`config.mk`:
```
export PLATFORM = sky130hd
export DESIGN_NAME = debug_dump_ctrl
export DESIGN_NICKNAME = d
export VERILOG_FILES = /design/src/rtl/debug_dump_ctrl_pkg.sv /design/src/rtl/debug_dump_ctrl_byte_sel.sv /design/src/rtl/debug_dump_ctrl.sv
export SDC_FILE = /design/constraint.sdc
export NUM_CORES = 1
export LEC_CHECK = 0
export CAP_MARGIN = 0
export CORE_AREA = 4 4 97 99
export CTS_CLUSTER_DIAMETER = 150
export DETAILED_ROUTE_END_ITERATION = 7
export DIE_AREA = 0 0 101 103
export HOLD_SLACK_MARGIN = 0.06
export PLACE_DENSITY = 0.79
export SLEW_MARGIN = 10
export SYNTH_ARGS = -nofsm -noshare
export SYNTH_HDL_FRONTEND = slang
export SYNTH_SLANG_ARGS = --single-unit
```
`constraint.sdc`:
```
create_clock -name i_clock -period 2.1 [get_ports i_clock]
set_input_delay 0.21 -clock i_clock [delete_from_list [all_inputs] [get_ports i_clock]]
set_output_delay 0.21 -clock i_clock [all_outputs]
set_load 0.005 [all_outputs]
```
`src/rtl/debug_dump_ctrl_pkg.sv`:
```
// Shared definitions for the halt-time debug dump controller: FSM state
// encoding, byte-selector codes, the default frame header and frame sizing.
package debug_dump_ctrl_pkg;

    typedef enum logic [2:0] {
        ST_IDLE    = 3'd0,
        ST_START   = 3'd1,
        ST_RD      = 3'd2,
        ST_RD_WAIT = 3'd3,
        ST_SEND    = 3'd4,
        ST_WAIT_TX = 3'd5,
        ST_DONE    = 3'd6
    } dump_state_e;

    // Which byte of the frame is currently being presented to the UART.
    typedef enum logic [2:0] {
        SEL_HDR    = 3'd0,
        SEL_PC_HI  = 3'd1,
        SEL_PC_LO  = 3'd2,
        SEL_ACC_HI = 3'd3,
        SEL_ACC_LO = 3'd4,
        SEL_RAM_HI = 3'd5,
        SEL_RAM_LO = 3'd6
    } byte_sel_e;

    localparam logic [7:0]  DUMP_HEADER_DEFAULT = 8'hA5;
    // Header + PC (2 bytes) + ACC (2 bytes) precede the RAM words.
    localparam int unsigned FRAME_OVERHEAD      = 5;

    // Total number of bytes in one frame for a given dump size.
    function automatic int unsigned frame_len(input int unsigned words);
        return FRAME_OVERHEAD + 32'd2 * words;
    endfunction

endpackage

```
`src/rtl/debug_dump_ctrl_byte_sel.sv`:
```
// Combinational byte multiplexer: picks the frame byte named by sel_i from the
// header, the captured PC (zero-extended to 16 bits), the captured ACC and the
// most recently latched RAM word.
module dump_byte_sel
    import debug_dump_ctrl_pkg::*;
#(
    parameter int unsigned DATA_LENGTH = 16,
    parameter int unsigned ADDR_LENGTH = 11,
    parameter logic [7:0]  HEADER      = DUMP_HEADER_DEFAULT
) (
    input  logic [2:0]             sel_i,
    input  logic [ADDR_LENGTH-1:0] pc_i,
    input  logic [DATA_LENGTH-1:0] acc_i,
    input  logic [DATA_LENGTH-1:0] ram_word_i,
    output logic [7:0]             byte_o
);

    logic [15:0] pc16_s;
    logic [15:0] acc16_s;
    logic [15:0] ram16_s;

    // Widen all sources to 16 bits, then select one byte of the frame.
    always_comb begin
        pc16_s  = 16'(pc_i);
        acc16_s = 16'(acc_i);
        ram16_s = 16'(ram_word_i);
        byte_o  = 8'h00;
        case (sel_i)
            SEL_HDR:    byte_o = HEADER;
            SEL_PC_HI:  byte_o = pc16_s[15:8];
            SEL_PC_LO:  byte_o = pc16_s[7:0];
            SEL_ACC_HI: byte_o = acc16_s[15:8];
            SEL_ACC_LO: byte_o = acc16_s[7:0];
            SEL_RAM_HI: byte_o = ram16_s[15:8];
            SEL_RAM_LO: byte_o = ram16_s[7:0];
            default:    byte_o = 8'h00;
        endcase
    end

endmodule

```
`src/rtl/debug_dump_ctrl.sv`:
```
// Debug dump controller: when the CPU halts, streams one frame over a byte
// UART -- header, PC, ACC, then RAM[0..DUMP_WORDS-1] high byte first -- and
// then waits in DONE until halt is released so a held halt never re-triggers.
module debug_dump_ctrl
    import debug_dump_ctrl_pkg::*;
#(
    parameter int unsigned DATA_LENGTH = 16,
    parameter int unsigned ADDR_LENGTH = 11,
    parameter int unsigned DUMP_WORDS  = 16,
    parameter logic [7:0]  HEADER      = DUMP_HEADER_DEFAULT
) (
    input  logic                   i_clock,
    input  logic                   i_reset,
    input  logic                   i_halt,
    input  logic [ADDR_LENGTH-1:0] i_pc,
    input  logic [DATA_LENGTH-1:0] i_acc,
    output logic [ADDR_LENGTH-1:0] o_ram_addr,
    output logic                   o_ram_rd,
    input  logic [DATA_LENGTH-1:0] i_ram_data,
    output logic                   o_tx_start,
    output logic [7:0]             o_tx_data,
    input  logic                   i_tx_done,
    output logic                   o_busy,
    output logic                   o_done
);

    // One extra counter bit keeps a full-memory dump from wrapping to zero.
    localparam logic [ADDR_LENGTH:0] LAST_WORD = (ADDR_LENGTH + 1)'(DUMP_WORDS - 1);
    localparam logic [ADDR_LENGTH:0] WORD_ONE  = (ADDR_LENGTH + 1)'(1);

    dump_state_e            state_q,    state_d;
    byte_sel_e              sel_q,      sel_d;
    logic [ADDR_LENGTH:0]   word_q,     word_d;
    logic [ADDR_LENGTH-1:0] pc_q,       pc_d;
    logic [DATA_LENGTH-1:0] acc_q,      acc_d;
    logic [DATA_LENGTH-1:0] ram_word_q, ram_word_d;
    logic [7:0]             tx_data_q,  tx_data_d;
    logic                   tx_start_q, tx_start_d;
    logic [ADDR_LENGTH-1:0] ram_addr_q, ram_addr_d;
    logic                   ram_rd_q,   ram_rd_d;
    logic                   busy_q,     busy_d;
    logic                   done_q,     done_d;
    logic [7:0]             byte_s;

    dump_byte_sel #(
        .DATA_LENGTH (DATA_LENGTH),
        .ADDR_LENGTH (ADDR_LENGTH),
        .HEADER      (HEADER)
    ) u_byte_sel (
        .sel_i      (sel_q),
        .pc_i       (pc_q),
        .acc_i      (acc_q),
        .ram_word_i (ram_word_q),
        .byte_o     (byte_s)
    );

    // Next-state, counters and registered-output values for the dump FSM.
    always_comb begin
        state_d    = state_q;
        sel_d      = sel_q;
        word_d     = word_q;
        pc_d       = pc_q;
        acc_d      = acc_q;
        ram_word_d = ram_word_q;
        tx_data_d  = tx_data_q;
        tx_start_d = 1'b0;
        ram_addr_d = ram_addr_q;
        ram_rd_d   = 1'b0;
        busy_d     = 1'b0;
        done_d     = 1'b0;

        case (state_q)
            ST_IDLE: begin
                if (i_halt) begin
                    pc_d    = i_pc;
                    acc_d   = i_acc;
                    word_d  = '0;
                    sel_d   = SEL_HDR;
                    state_d = ST_START;
                end else begin
                    state_d = ST_IDLE;
                end
            end
            ST_START: begin
                tx_data_d = byte_s;
                state_d   = ST_SEND;
            end
            ST_SEND: begin
                tx_data_d  = byte_s;
                tx_start_d = 1'b1;
                state_d    = ST_WAIT_TX;
            end
            ST_WAIT_TX: begin
                // A done pulse overlapping our own start pulse belongs to the
                // previous byte, so it is not accepted for the new one.
                if (i_tx_done && !tx_start_q) begin
                    case (sel_q)
                        SEL_HDR: begin
                            sel_d   = SEL_PC_HI;
                            state_d = ST_SEND;
                        end
                        SEL_PC_HI: begin
                            sel_d   = SEL_PC_LO;
                            state_d = ST_SEND;
                        end
                        SEL_PC_LO: begin
                            sel_d   = SEL_ACC_HI;
                            state_d = ST_SEND;
                        end
                        SEL_ACC_HI: begin
                            sel_d   = SEL_ACC_LO;
                            state_d = ST_SEND;
                        end
                        SEL_ACC_LO: begin
                            sel_d   = SEL_RAM_HI;
                            state_d = ST_RD;
                        end
                        SEL_RAM_HI: begin
                            sel_d   = SEL_RAM_LO;
                            state_d = ST_SEND;
                        end
                        SEL_RAM_LO: begin
                            if (word_q == LAST_WORD) begin
                                state_d = ST_DONE;
                            end else begin
                                word_d  = word_q + WORD_ONE;
                                sel_d   = SEL_RAM_HI;
                                state_d = ST_RD;
                            end
                        end
                        default: begin
                            state_d = ST_DONE;
                        end
                    endcase
                end else begin
                    state_d = ST_WAIT_TX;
                end
            end
            ST_RD: begin
                state_d = ST_RD_WAIT;
            end
            ST_RD_WAIT: begin
                ram_word_d = i_ram_data;
                state_d    = ST_SEND;
            end
            ST_DONE: begin
                if (!i_halt) begin
                    state_d = ST_IDLE;
                end else begin
                    state_d = ST_DONE;
                end
            end
            default: begin
                state_d = ST_IDLE;
            end
        endcase

        // Outputs are registered from the upcoming state so they line up
        // with the state they describe.
        if (state_d == ST_RD) begin
            ram_rd_d   = 1'b1;
            ram_addr_d = word_d[ADDR_LENGTH-1:0];
        end else begin
            ram_rd_d   = 1'b0;
            ram_addr_d = ram_addr_q;
        end
        busy_d = (state_d != ST_IDLE) && (state_d != ST_DONE);
        done_d = (state_d == ST_DONE);
    end

    // State, counters, captured CPU context and registered outputs.
    always_ff @(posedge i_clock or negedge i_reset) begin
        if (!i_reset) begin
            state_q    <= ST_IDLE;
            sel_q      <= SEL_HDR;
            word_q     <= '0;
            pc_q       <= '0;
            acc_q      <= '0;
            ram_word_q <= '0;
            tx_data_q  <= 8'h00;
            tx_start_q <= 1'b0;
            ram_addr_q <= '0;
            ram_rd_q   <= 1'b0;
            busy_q     <= 1'b0;
            done_q     <= 1'b0;
        end else begin
            state_q    <= state_d;
            sel_q      <= sel_d;
            word_q     <= word_d;
            pc_q       <= pc_d;
            acc_q      <= acc_d;
            ram_word_q <= ram_word_d;
            tx_data_q  <= tx_data_d;
            tx_start_q <= tx_start_d;
            ram_addr_q <= ram_addr_d;
            ram_rd_q   <= ram_rd_d;
            busy_q     <= busy_d;
            done_q     <= done_d;
        end
    end

    assign o_tx_start = tx_start_q;
    assign o_tx_data  = tx_data_q;
    assign o_ram_addr = ram_addr_q;
    assign o_ram_rd   = ram_rd_q;
    assign o_busy     = busy_q;
    assign o_done     = done_q;

endmodule

```
==> flow_summary.toml <==
[status]
status = "complete, but fails checks"
violations = "negative setup slack"

[finish]
layout-drive-gt1-share_pct = 18.7
n_antenna_cell = 0
final-instance-count-excl-fill = 594
fillCellCount = 708
area_growth_pct = 31.1
final-seq-area_mm2 = 0.00210
nets = 529
multi_input_area_mm2 = 0.00171

[global_route]
grt_pass1_wl_um = 15500
grt.total_usage_pct = 19.2
grt_max_degree = 44
grt_pass1_vias = 3218
antenna_found_initial = 0
grt_overflow = 0

[clock_tree]
cts_buffers = 9
root_buffer = "clkbuf_8"
cts_buffer_depth = 2
cts_tree = "built"
cts_sinks = 84
insertion_delay_ps = 350
htree_levels = 3
clk_pin_slew_ps = 90

[floorplanning]
ioPinCount = 70
die_w_um = 101
core_mm2 = 0.00855
die_area_mm2 = 0.0104
die_y_um = 103
start_util_pct = 45.8
row_count = 34

[critical_path]
crit_path_start_kind = "flop"
r2r_end = "o_ram_addr[8]$_DFFE_PN0N_"
reg2regPathDepth = 5
crit_type = "flop to flop"
rrSetupSlack_ps = -90
critPathMaxStageDelay_ps = 540
path_cells = "or4_4 > or4_4 > o211ai_4 > inv_6 > mux2_4"
crit_buf_inv = 1
crit_required_ps = 2330
critical-path-slowest-cell = "or4_4"
critPathTopFamily = "simple AND/OR/NAND/NOR gates"
worstSetupStartpoint = "word_q[7]$_DFF_PN0_"
r2r_start = "word_q[7]$_DFF_PN0_"
worst-path-max-fanout = 8
critPathMostFrequentCell = "or4_4"
end_kind = "flop"
worstPathArrival_ps = 2420

[place]
port_buffers = 69
post-dp-hpwl_um = 6880
place_congestion = 0.849
place_inst = 575

[timing]
period_minus_slack_ps = 2190
worst_slack_ps = -91.1
finalCritPeriodShare_pct = 104
tightest_slew_ps = 645
clock_skew_ps = 10.0
fmax_mhz = 456
finalSetupViolations = 11
finalHoldViolations = 0
drv_slew = 0
slew_headroom_pct = 56.7
rsz0062_at_grt = "yes"
setup_tns_ps = -660

[detailed_routing]
drtIter0Drc = 211
firstDrtPassIters = 5
wire_per_inst_um = 15.9
drt-total-wl_um = 9470
vias_per_cell = 5.48
vias = 3256
drc = 0
antenna_left = 0

[yosys]
syn_area_per_cell_um2 = 10.1
synth-seq-cells = 84
yosys_warnings = 0
synthCells = 388
async_reset_ff_share_pct = 100
syn_area_mm2 = 0.00391
ys_types = 48
synth_top_flop_cell = "dfrtp_1"
ys_seq_area_share_pct = 53.7
synth_edf_count = 0
syn_nets = 436

[power_and_ir_drop]
power.density_mw_per_mm2 = 1180
p_leak_nw = 2.33
peakVddDrop_mv = 0.498

[job]
cap_violations = 0

[hold_path]
hold_class = "primary input to async pin"
-- synth_stat cells, drive strengths merged, types with 2 or more instances --
cell / instances / area [µm²]
nand2: 100 / 375
dfrtp: 84 / 2100
mux2: 27 / 327
nor2: 19 / 71.3
clkbuf: 15 / 56.3
nand3: 14 / 70.1
a21oi: 13 / 65.1
o21ai: 13 / 65.1
inv: 10 / 42.5
mux2i: 10 / 100
a22o: 9 / 78.8
a31oi: 8 / 50.1
nand2b: 5 / 31.3
nor3: 5 / 25.0
o211ai: 5 / 51.3
buf: 4 / 30.0
nand3b: 4 / 30.0
nor4: 4 / 31.3
or3: 4 / 25.0
a222oi: 3 / 30.0
and3: 3 / 18.8
nand4: 3 / 18.8
nor2b: 3 / 18.8
o31ai: 3 / 22.5
or4: 3 / 30.0
a31o: 2 / 17.5
and2b: 2 / 15.0
-- power by group --
group          internal, mW  switching (mW)
Sequential             2.19           0.343
Clock                 0.545           0.579
Combinational          1.16            1.23
Total                  3.89            2.15
-- worst register-to-register path, delay by kind of cell (launching register included) --
| family | cells | cell delay, ps |
|---|---|---|
| flip-flops | 1 | 380 |
| AND/OR/NAND/NOR | 2 | 1070 |
| multiplexers | 1 | 310 |
| buffers and inverters | 1 | 90 |
| AO/OA/AOI/OAI | 1 | 230 |
-- cell families after synthesis --
group	synth area share, %
fa+ha+maj	0.320
xor+xnor	0.224
mux	10.9
simple gates	19.8
compound gates	11.7
flops	53.7
buf+inv	3.29
-- layout by cell type (no fill, tap or decap), types with 3 or more instances in the layout --
cell | Yosys | routed
nand2_1 | 100 | 99
dfrtp_1 | 84 | 84
clkdlybuf4s50_1 | 0 | 68
buf_4 | 2 | 30
mux2_2 | 21 | 21
nor2_1 | 19 | 18
nand3_1 | 14 | 14
a21oi_1 | 13 | 13
o21ai_0 | 12 | 12
inv_1 | 9 | 9
mux2i_1 | 10 | 9
a22o_1 | 9 | 9
clkbuf_8 | 0 | 9
a31oi_1 | 8 | 8
mux2_4 | 6 | 6
nand2b_1 | 5 | 5
nand3b_1 | 4 | 4
nor3_1 | 5 | 4
o211ai_1 | 4 | 4
clkinv_2 | 0 | 4
or4_4 | 2 | 3
nand4_1 | 3 | 3
or3_1 | 4 | 3
o31ai_1 | 3 | 3
and3_1 | 3 | 3
nor2b_1 | 3 | 3
a222oi_1 | 3 | 3
-- sequential cells by signal, indices dropped and copies added, names as in the netlist --
name        cells
acc_q          16
ram_word_q     16
word_q         12
o_ram_addr     11
pc_q           11
o_tx_data       8
sel_q           3
state_q         3
o_busy          1
o_done          1
o_ram_rd        1
o_tx_start      1
-- layout make-up --
| class | instances | share of cell area, % |
|---|---|---|
| inverters | 10 | 0.829 |
| clock inverters | 7 | 1.32 |
| clock buffers | 9 | 2.42 |
| well taps | 108 | 2.63 |
| repair buffers | 101 | 18.5 |
| flip-flops and latches | 84 | 41.0 |
| multi-input cells | 275 | 33.3 |
-- through the flow --
stage / hold slack [ps] / worst slack [ps] / area (µm²) / total power, mW / util [%]
detailed placement: 236 / -109 / 4880 / 4.92 / 57.1
floorplan: -85.6 / -131 / 3910 / 4.02 / -
finish: 376 / -91.1 / 5130 / 6.05 / 60.0
global route: 374 / -159 / 5130 / 6.46 / 60.0
CTS: 370 / -127 / 5110 / 6.05 / 59.7
global placement: 230 / -74.5 / 4880 / 4.81 / 57.1
-- per-layer routing --
metal	part of all wire, %	vias to the layer above	global-route usage (%)	wire, µm
met5	0	-	0	0
met4	2.3	0	6.75	221
met3	4.7	21	4.19	443
met2	49	110	30.6	4620
met1	44	1581	26.0	4180
li1	-	1544	-	-
-- what timing repair did --
item / 4_1_cts / 5_1_grt
gates resized for setup: 2 / 5
pin swaps: 5 / 1
hold endpoints to repair: 41 / 0
endpoints found under the setup margin: 11 / 17
hold buffers: 1 / 0
setup buffers: 2 / 0
-- how the worst max path moves through the flow --
stage,to,cells after the start
floorplan,o_ram_addr[0]$_DFFE_PN0N_,5
global placement,o_ram_addr[5]$_DFFE_PN0N_,5
detailed placement,o_ram_addr[2]$_DFFE_PN0N_,5
CTS,o_ram_addr[8]$_DFFE_PN0N_,5
global route,o_ram_addr[10]$_DFFE_PN0N_,7
finish,o_ram_addr[8]$_DFFE_PN0N_,5
(Power assumes the default switching activity.)
